`src/rtl/gpio_mulpop.sv`:
```
// Bus-mapped shift-add multiplier with serial popcount of the truncated product,
// plus a latched GPIO input register and a job-start counter on gpio_out.
module gpio_mulpop #(
  parameter int          DATA_W  = 24,
  parameter int          RES_W   = 32,
  parameter int          COUNT_W = 16,
  parameter logic [15:0] BASE    = 16'h0380
) (
  input  logic        clk,
  input  logic        n_reset,
  input  logic [15:0] saddress,
  input  logic        srd,
  input  logic        swr,
  input  logic [31:0] sdata_in,
  output logic [31:0] sdata_out,
  input  logic [31:0] gpio_in,
  input  logic        gpio_latch,
  output logic [31:0] gpio_out,
  output logic [31:0] gpio_in_s_insp,
  output logic        irq
);
  // state  | meaning
  // IDLE   | waiting for a start write
  // MULT   | shift-add, one multiplier bit per cycle
  // POPCNT | count set bits of the truncated product, LSB first
  // DONE   | commit W/L/valid, pulse irq, return to IDLE
  localparam int          ACC_W     = 2 * DATA_W;
  localparam logic [15:0] ADDR_A1   = BASE;
  localparam logic [15:0] ADDR_A2   = BASE + 16'h0008;
  localparam logic [15:0] ADDR_W    = BASE + 16'h0010;
  localparam logic [15:0] ADDR_L    = BASE + 16'h0018;
  localparam logic [15:0] ADDR_CTRL = BASE + 16'h0020;
  localparam logic [15:0] ADDR_GPIN = BASE + 16'h0028;

  typedef enum logic [1:0] {IDLE, MULT, POPCNT, DONE} state_t;

  state_t             state;
  logic               srd_q, swr_q, latch_q;
  logic [DATA_W-1:0]  a1, a2, wa2;
  logic [ACC_W-1:0]   wa1, acc, acc_sum;
  logic [RES_W-1:0]   res_sh, w_reg;
  logic [5:0]         pop, l_reg, cnt;
  logic               valid, done, busy, err;
  logic [COUNT_W-1:0] start_cnt;
  logic [31:0]        gpio_in_s, rd_data;
  logic               rd_det, wr_det, latch_det, wr_ctrl, start_req, abort_req;
  logic               unused_sdata;

  assign rd_det         = srd & ~srd_q;
  assign wr_det         = swr & ~swr_q;
  assign latch_det      = gpio_latch & ~latch_q;
  assign wr_ctrl        = wr_det && (saddress == ADDR_CTRL);
  assign abort_req      = wr_ctrl & sdata_in[1];
  assign start_req      = wr_ctrl & sdata_in[0] & ~sdata_in[1];
  assign acc_sum        = wa2[0] ? acc + wa1 : acc;
  assign gpio_out       = 32'(start_cnt);
  assign gpio_in_s_insp = gpio_in_s;
  assign unused_sdata   = ^sdata_in;

  always_comb begin
    rd_data = '0;
    case (saddress)
      ADDR_A1:   rd_data = 32'(a1);
      ADDR_A2:   rd_data = 32'(a2);
      ADDR_W:    rd_data = 32'(w_reg);
      ADDR_L:    rd_data = 32'(l_reg);
      ADDR_CTRL: rd_data = {28'b0, err, valid, done, busy};
      ADDR_GPIN: rd_data = gpio_in_s;
      default:   rd_data = '0;
    endcase
  end

  always_ff @(posedge clk or negedge n_reset) begin
    if (!n_reset) begin
      state     <= IDLE;
      srd_q     <= 1'b0;
      swr_q     <= 1'b0;
      latch_q   <= 1'b0;
      a1        <= '0;
      a2        <= '0;
      wa1       <= '0;
      wa2       <= '0;
      acc       <= '0;
      res_sh    <= '0;
      w_reg     <= '0;
      pop       <= '0;
      l_reg     <= '0;
      cnt       <= '0;
      valid     <= 1'b0;
      done      <= 1'b0;
      busy      <= 1'b0;
      err       <= 1'b0;
      irq       <= 1'b0;
      start_cnt <= '0;
      gpio_in_s <= '0;
      sdata_out <= '0;
    end else begin
      srd_q   <= srd;
      swr_q   <= swr;
      latch_q <= gpio_latch;
      irq     <= 1'b0;

      if (latch_det) gpio_in_s <= gpio_in;
      if (rd_det)    sdata_out <= rd_data;

      // clear first so any error raised on the same edge still sticks
      if (wr_ctrl && sdata_in[2]) err <= 1'b0;
      if (wr_det && saddress == ADDR_A1) begin
        if (busy) err <= 1'b1;
        else      a1  <= sdata_in[DATA_W-1:0];
      end
      if (wr_det && saddress == ADDR_A2) begin
        if (busy) err <= 1'b1;
        else      a2  <= sdata_in[DATA_W-1:0];
      end
      if (start_req && state != IDLE) err <= 1'b1;

      case (state)
        IDLE: begin
          if (start_req) begin
            wa1       <= ACC_W'(a1);
            wa2       <= a2;
            acc       <= '0;
            pop       <= '0;
            done      <= 1'b0;
            busy      <= 1'b1;
            start_cnt <= start_cnt + 1'b1;
            cnt       <= 6'(DATA_W - 1);
            state     <= MULT;
          end
        end
        MULT: begin
          if (abort_req) begin
            busy  <= 1'b0;
            done  <= 1'b0;
            state <= IDLE;
          end else begin
            acc <= acc_sum;
            wa1 <= wa1 << 1;
            wa2 <= wa2 >> 1;
            if (cnt == '0) begin
              res_sh <= acc_sum[RES_W-1:0];
              cnt    <= 6'(RES_W - 1);
              state  <= POPCNT;
            end else begin
              cnt <= cnt - 1'b1;
            end
          end
        end
        POPCNT: begin
          if (abort_req) begin
            busy  <= 1'b0;
            done  <= 1'b0;
            state <= IDLE;
          end else begin
            pop    <= pop + 6'(res_sh[0]);
            res_sh <= res_sh >> 1;
            if (cnt == '0) state <= DONE;
            else           cnt   <= cnt - 1'b1;
          end
        end
        DONE: begin
          // an abort arriving here is ignored: the commit always completes
          w_reg <= acc[RES_W-1:0];
          l_reg <= pop;
          valid <= ((acc >> RES_W) == '0);
          done  <= 1'b1;
          busy  <= 1'b0;
          irq   <= 1'b1;
          state <= IDLE;
        end
        default: state <= IDLE;
      endcase
    end
  end

endmodule

```
`config.mk`:
```
export PLATFORM = sky130hd
export DESIGN_NAME = gpio_mulpop
export DESIGN_NICKNAME = d
export VERILOG_FILES = /design/src/rtl/gpio_mulpop.sv
export SDC_FILE = /design/constraint.sdc
export NUM_CORES = 1
export LEC_CHECK = 0
export ABC_AREA = 1
export BUFFER_PORTS_ARGS = -buffer_cell sky130_fd_sc_hd__buf_2
export CAP_MARGIN = 30
export CELL_PAD_IN_SITES_DETAIL_PLACEMENT = 0
export CELL_PAD_IN_SITES_GLOBAL_PLACEMENT = 1
export CORE_UTILIZATION = 48
export DETAILED_ROUTE_END_ITERATION = 7
export PLACE_DENSITY_LB_ADDON = 0.25
export SLEW_MARGIN = 0
export SYNTH_ARGS = -nofsm -noshare
export SYNTH_HDL_FRONTEND = slang
export SYNTH_SLANG_ARGS = --single-unit
```
`constraint.sdc`:
```
create_clock -name clk -period 3.4 [get_ports clk]
set_input_delay 0.85 -clock clk [delete_from_list [all_inputs] [get_ports clk]]
set_output_delay 0.85 -clock clk [all_outputs]
set_load 0.01 [all_outputs]
```
# After elaboration in Yosys (flattened, before gate mapping)
# Index checks and enable logic that the tools add are counted.
dict set report totals {
  romBits 0
  n_memories 0
  reg_bits 340
  latch_bits 0
  mem_bits_rw 0
}
dict set report op_classes {
  div 0
  order_cmp 0
  n_eq_ne 18
  n_reduce_logical 24
  n_bitwise 11
  mux 42
  n_mul 0
  n_addsub 4
  shifts 0
}
# cell count
set op_table {}
lappend op_table {{$mux 48} 5}
lappend op_table {{$pmux 32 s6} 1}
lappend op_table {{$pmux 48 s2} 2}
lappend op_table {{$eq 16x10->1 const B} 6}
lappend op_table {{$mux 32} 3}
lappend op_table {{$pmux 32 s2} 1}
lappend op_table {{$add 48x48->48} 1}
lappend op_table {{$logic_not 48->1} 1}
lappend op_table {{$mux 24} 2}
lappend op_table {{$pmux 24 s2} 1}
lappend op_table {{$mux 6} 7}
lappend op_table {{$pmux 6 s3} 1}
lappend op_table {{$add 16x1->16 const B} 1}
lappend op_table {{$ne 2x2->1 const B} 6}
lappend op_table {{$pmux 6 s2} 1}
lappend op_table {{$mux 1} 10}
lappend op_table {{$mux 2} 5}
lappend op_table {{$reduce_and 3->1} 3}
lappend op_table {{$pmux 2 s4} 1}
lappend op_table {{$reduce_and 2->1} 4}
lappend op_table {{$reduce_and 4->1} 2}
lappend op_table {{$reduce_bool 2->1} 4}
lappend op_table {{$add 6x1->6} 1}
lappend op_table {{$and 1x1->1} 6}
lappend op_table {{other kinds (13)} 24}

# Logic depth before layout (Yosys ltp)
dict set report depth {
  depth_word 10
  ltp_mapped 15
}

# Worst setup path after synthesis
# No wires, ideal clock.
dict set report synth_path {
  kind {input to register}
  from {in saddress[11]}
  to {reg wa1[13]}
  setup_slack_ns 1.166
  path_buffers 3
  arrival_time_ns 2.142
  setup_time_ns 0.092
  path_stages 12
  required_ns 3.308
  path_cell_list {nor2_1 > nand3_1 > nor2_2 > buf_4 > nand4_4 > nand2_1 > o21ai_2 > nand2_4 > buf_6 > buf_4 > nand2_1 > o31ai_2}
}
dict set report synth_via {
  elab_chain_len 6
  word_cells_on_any_way 8
  classes_between {eq/ne: 3; bitwise: 3; reduce/logical: 2}
}
# element line
set synth_rtl {}
lappend synth_rtl {{start: declaration} 11} ;# input logic [15:0] saddress,
lappend synth_rtl {{$eq 16x10->1 *} 52} ;# assign wr_ctrl = wr_det && (saddress == ADDR_CTRL);
lappend synth_rtl {{$logic_and 1x1->1 *} 52}
lappend synth_rtl {{$and 1x1->1 (2 in a row)} 54} ;# assign start_req = wr_ctrl & sdata_in[0] & ~sdata_in[1];
lappend synth_rtl {{$ne 2x2->1 (no source line)} --}
lappend synth_rtl {{$reduce_and 3->1 (no source line) *} --}
lappend synth_rtl {{end signal: assignment} 121} ;# wa1 <= ACC_W'(a1);
lappend synth_rtl {{end signal: assignment} 139} ;# wa1 <= wa1 << 1;
lappend synth_rtl {{end: declaration} 40} ;# logic [ACC_W-1:0] wa1, acc, acc_sum;
# Every way passes the cells marked *; elsewhere a longest branch is shown, timed or not.
# A chain may end at the register's enable or synchronous reset.

# Final worst setup path
dict set report layout_path {
  from {reg acc[0]}
  to {reg acc[32]}
}
dict set report layout_via {
  elab_chain_len 4
}
# element line
set layout_rtl {}
lappend layout_rtl {{start: declaration} 40}
lappend layout_rtl {{start signal: assignment} 138} ;# acc <= acc_sum;
lappend layout_rtl {{$add 48x48->48} 55} ;# assign acc_sum = wa2[0] ? acc + wa1 : acc;
lappend layout_rtl {{$mux 48} 55}
lappend layout_rtl {{$mux 48} 133} ;# if (abort_req) begin
lappend layout_rtl {{$pmux 48 s2} 118} ;# case (state)
# Every way passes these cells. The select of a mux whose other input is x is not followed.

==> key figures <==
Logic synthesis
  • Syn Std Cell Area: about 19000 um^2
  • Top cell type by total area after synthesis: dfrtp_1
  • Mean Syn Cell Area: 7.44 um^2
  • Ranking of synthesized cells by area: dfrtp_1 44%, nand2_1 17%, inv_1 5.9%
  • Sequential fraction of the synthesis area: 0.442
  • Most used flip-flop cell after synthesis: dfrtp_1
  • Synth cell types: 48
  • Async SR Flop Fraction: 1.00
  • Post-synth EDFFs: 0
  • Synth Register Bits: 340
  • Synth top area share: 0.442
  • Yosys warning count: 0
  • Mapped Cells: roughly 2600

Global route
  • GRT Util Overall: 0.286
  • Number of global-route vias before repair: approximately 17000
  • First-pass GRT wire length: 91.8 mm
  • Initial antenna violation count: 0
  • Largest net degree at the start of global routing: 79
  • Global route overflow: 0

Worst setup path
  • CP Launch Type: flop
  • CP Cell Sequence: ha_1 -> fa_1 -> nand3_1 -> nand3_1 -> nand2_1 -> nand2_1 -> nand2_1 -> nand2_1 -> nand2_1 -> nand2_1 -> nand2_1 -> nand2_1 -> nand2_1 -> nand2_1 -> o21ai_0
  • WP data required: between 3 and 4 ns
  • WP buf/inv: 0
  • CP delay by family, top: simple AND/OR/NAND/NOR gates
  • Worst setup EP type: flop
  • Top fanout value on the critical path: 5
  • CP peak stage delay: about 0.48 ns
  • Kind of critical path: flop to flop
  • Top cell by count, worst path: nand2_1
  • Crit-path slowest cell: fa_1
  • WP data arrival: a little over 3 ns

Timing
  • Clock skew after layout: ~0.024 ns
  • Peak Freq: 393 MHz
  • Tcrit/Tclk final: 0.749
  • Slew headroom: 0.404
  • RSZ-0062 raised after global routing: false
  • Final worst slack: about 0.85 ns
  • Slew @ Worst Pin: just under 0.9 ns
  • Final Max Slew Viols: 0
  • Fin. Hold Viols: 0
  • Final TNS setup: 0 ns
  • Fin crit period: 2.55 ns
  • Final setup viols: 0

Floorplan
  • Die ar.: approximately 41000 um^2
  • Initial Utilization: 0.492
  • Die width: 202 um
  • Number of I/O pins: 182
  • Row cnt: 72
  • Core area: between 30000 and 40000 um^2
  • Die Height: around 200 um

Finish
  • Fin nets: between 2000 and 3000
  • # diodes: 0
  • Storage cell area: about 8500 um^2
  • Layout cells sized above 1: 0.116
  • Top Registers: acc x48, wa1 x48
  • Area Overhead vs Synth: 13.2%
  • Layout filler cell count: a little under 4000
  • Multi-input gate area: approximately 9000 um^2

Drt
  • Final WL: between 50 and 60 mm
  • Antenna-violating nets left: 0
  • # DRC: 0
  • Initial DRC Count: around 1200
  • Drt pass-1 iters: 6
  • Routed WL per cell: ~18 um
  • Total number of vias: about 17000
  • Vias per cell: around 5.3

Job
  • Maxcap violations: 0

Placement
  • GPL Wtd Cong: approximately 0.97
  • Pre-CTS setup slack: approximately 0.55 ns
  • Placed wire-length estimate: ~42 mm
  • Port bufs: between 150 and 200

Clock tree
  • CTS sink count: 340
  • Worst skew pair latency: roughly 0.58 ns
  • CTS max path bufs: 3
  • Max H-tree Level: 2
  • Post-CTS setup buffers: 0
  • CTS Root Cell: clkbuf_16
  • CTS buffer count: 40
  • CTS Hold Buffers Added: 0
  • CTS clk-pin slew, worst paths: approximately 0.060 ns
  • Post-cts resize count: 0
  • CTS tree: done

Power and ir drop
  • Leak: approximately 11 nW
  • P per Cell Area: 711 nW/um^2
  • Peak supply drop: 0.000546 V

Hold path
  • Hold Crit Class: input pin to asynchronous set/reset pin

Outcome
  • Status: completed
## kinds of logic (layout without fill, tap and decap cells)
| logic type | Yosys count | in the layout | share of synthesized area |
|---|---|---|---|
| and+or+nand+nor | 1275 | 1275 | 0.267 |
| AOI/OAI and AO/OA | 429 | 429 | 0.129 |
| buffers and inverters | 421 | 569 | 0.0920 |
| DFF | 340 | 340 | 0.442 |
| adders and majority gates | 57 | 57 | 0.0375 |
| xor gates and xnor gates | 34 | 34 | 0.0155 |
| muxes | 28 | 28 | 0.0161 |
| other | 1 | 16 | 0.000195 |
## layer usage
metal | vias up | part of all wire | GRT usage
met5 | - | 0 | 0
met4 | 0 | 0.022 | 0.0803
met3 | 77 | 0.055 | 0.0393
met2 | 457 | 0.47 | 0.469
met1 | 8173 | 0.46 | 0.396
li1 | 8473 | - | -
## placed cells by master, fill, tap and decap left out, drive strengths merged, types with 2 or more instances in the layout
| cell type | netlist | layout |
|---|---|---|
| a21boi | 3 | 3 |
| a21o | 2 | 2 |
| a21oi | 68 | 68 |
| a22o | 2 | 2 |
| buf | 59 | 188 |
| clkbuf | 53 | 59 |
| clkinv | 3 | 14 |
| conb | 1 | 16 |
| dfrtp | 340 | 340 |
| ha | 56 | 56 |
| inv | 306 | 306 |
| mux2 | 24 | 24 |
| mux2i | 4 | 4 |
| nand2 | 860 | 860 |
| nand3 | 107 | 107 |
| nand3b | 6 | 6 |
| nand4 | 15 | 15 |
| nor2 | 250 | 250 |
| nor3 | 23 | 23 |
| nor4 | 7 | 7 |
| o211ai | 7 | 7 |
| o21a | 9 | 9 |
| o21ai | 252 | 252 |
| o21bai | 4 | 4 |
| o221ai | 2 | 2 |
| o22ai | 13 | 13 |
| o31ai | 66 | 66 |
| or2 | 6 | 6 |
| xnor2 | 14 | 14 |
| xor2 | 20 | 20 |
## final timing paths
check	startpoint	endpoint	slack [ns]	depth (start not counted)
min reg2reg	sdata_out[24]$_DFFE_PN0P_	sdata_out[24]$_DFFE_PN0P_	0.48	2
max in group asynchronous	n_reset	res_sh[3]$_DFFE_PN0P_	2.30	2
max reg2reg	acc[0]$_DFFE_PN0P_	acc[32]$_DFFE_PN0P_	0.85	15
max	acc[0]$_DFFE_PN0P_	acc[32]$_DFFE_PN0P_	0.85	15
min	n_reset	acc[19]$_DFFE_PN0P_	0.24	1
min in group clk	srd	srd_q$_DFF_PN0_	0.40	1
## metrics by stage
step	cell area [um^2]	utilization	total power (W)	std cells	hold slack, ns
finish	21800	0.557	0.0155	3266	0.240
detailed placement	20500	0.524	0.0113	3194	0.459
floorplan	19300	-	0.00959	2600	0.444
CTS	21800	0.557	0.0156	3266	0.252
global placement	20500	0.524	0.0111	3194	0.458
global route	21800	0.557	0.0165	3266	0.267
## synthesized netlist by cell type (6+ instances only)
library cell,instances
a21oi_1,68
buf_2,26
buf_4,20
buf_6,11
clkbuf_1,53
dfrtp_1,340
ha_1,56
inv_1,302
mux2_2,24
nand2_1,854
nand3_1,106
nand3b_1,6
nand4_1,12
nor2_1,244
nor3_1,23
nor4_1,7
o211ai_1,6
o21a_1,9
o21ai_0,224
o21ai_1,27
o22ai_1,13
o31ai_1,52
o31ai_2,14
or2_2,6
xnor2_1,14
xor2_1,20
## final cells by class
class,instances,area share
repair buffers,188,0.0518
well taps,518,0.0298
multi-input cells,1839,0.414
clock buffers,59,0.0543
flip-flops and latches,340,0.391
clock inverters,13,0.00592
inverters,309,0.0532
## power by group
part | internal (W) | total, W | switching, W | leakage, nW
Combinational | 0.00182 | 0.00575 | 0.00393 | 6.05
Clock | 0.00250 | 0.00428 | 0.00178 | 0.648
Sequential | 0.00480 | 0.00545 | 0.000649 | 4.56
Total | 0.00913 | 0.0155 | 0.00636 | 11.3
(Power assumes the default switching activity.)
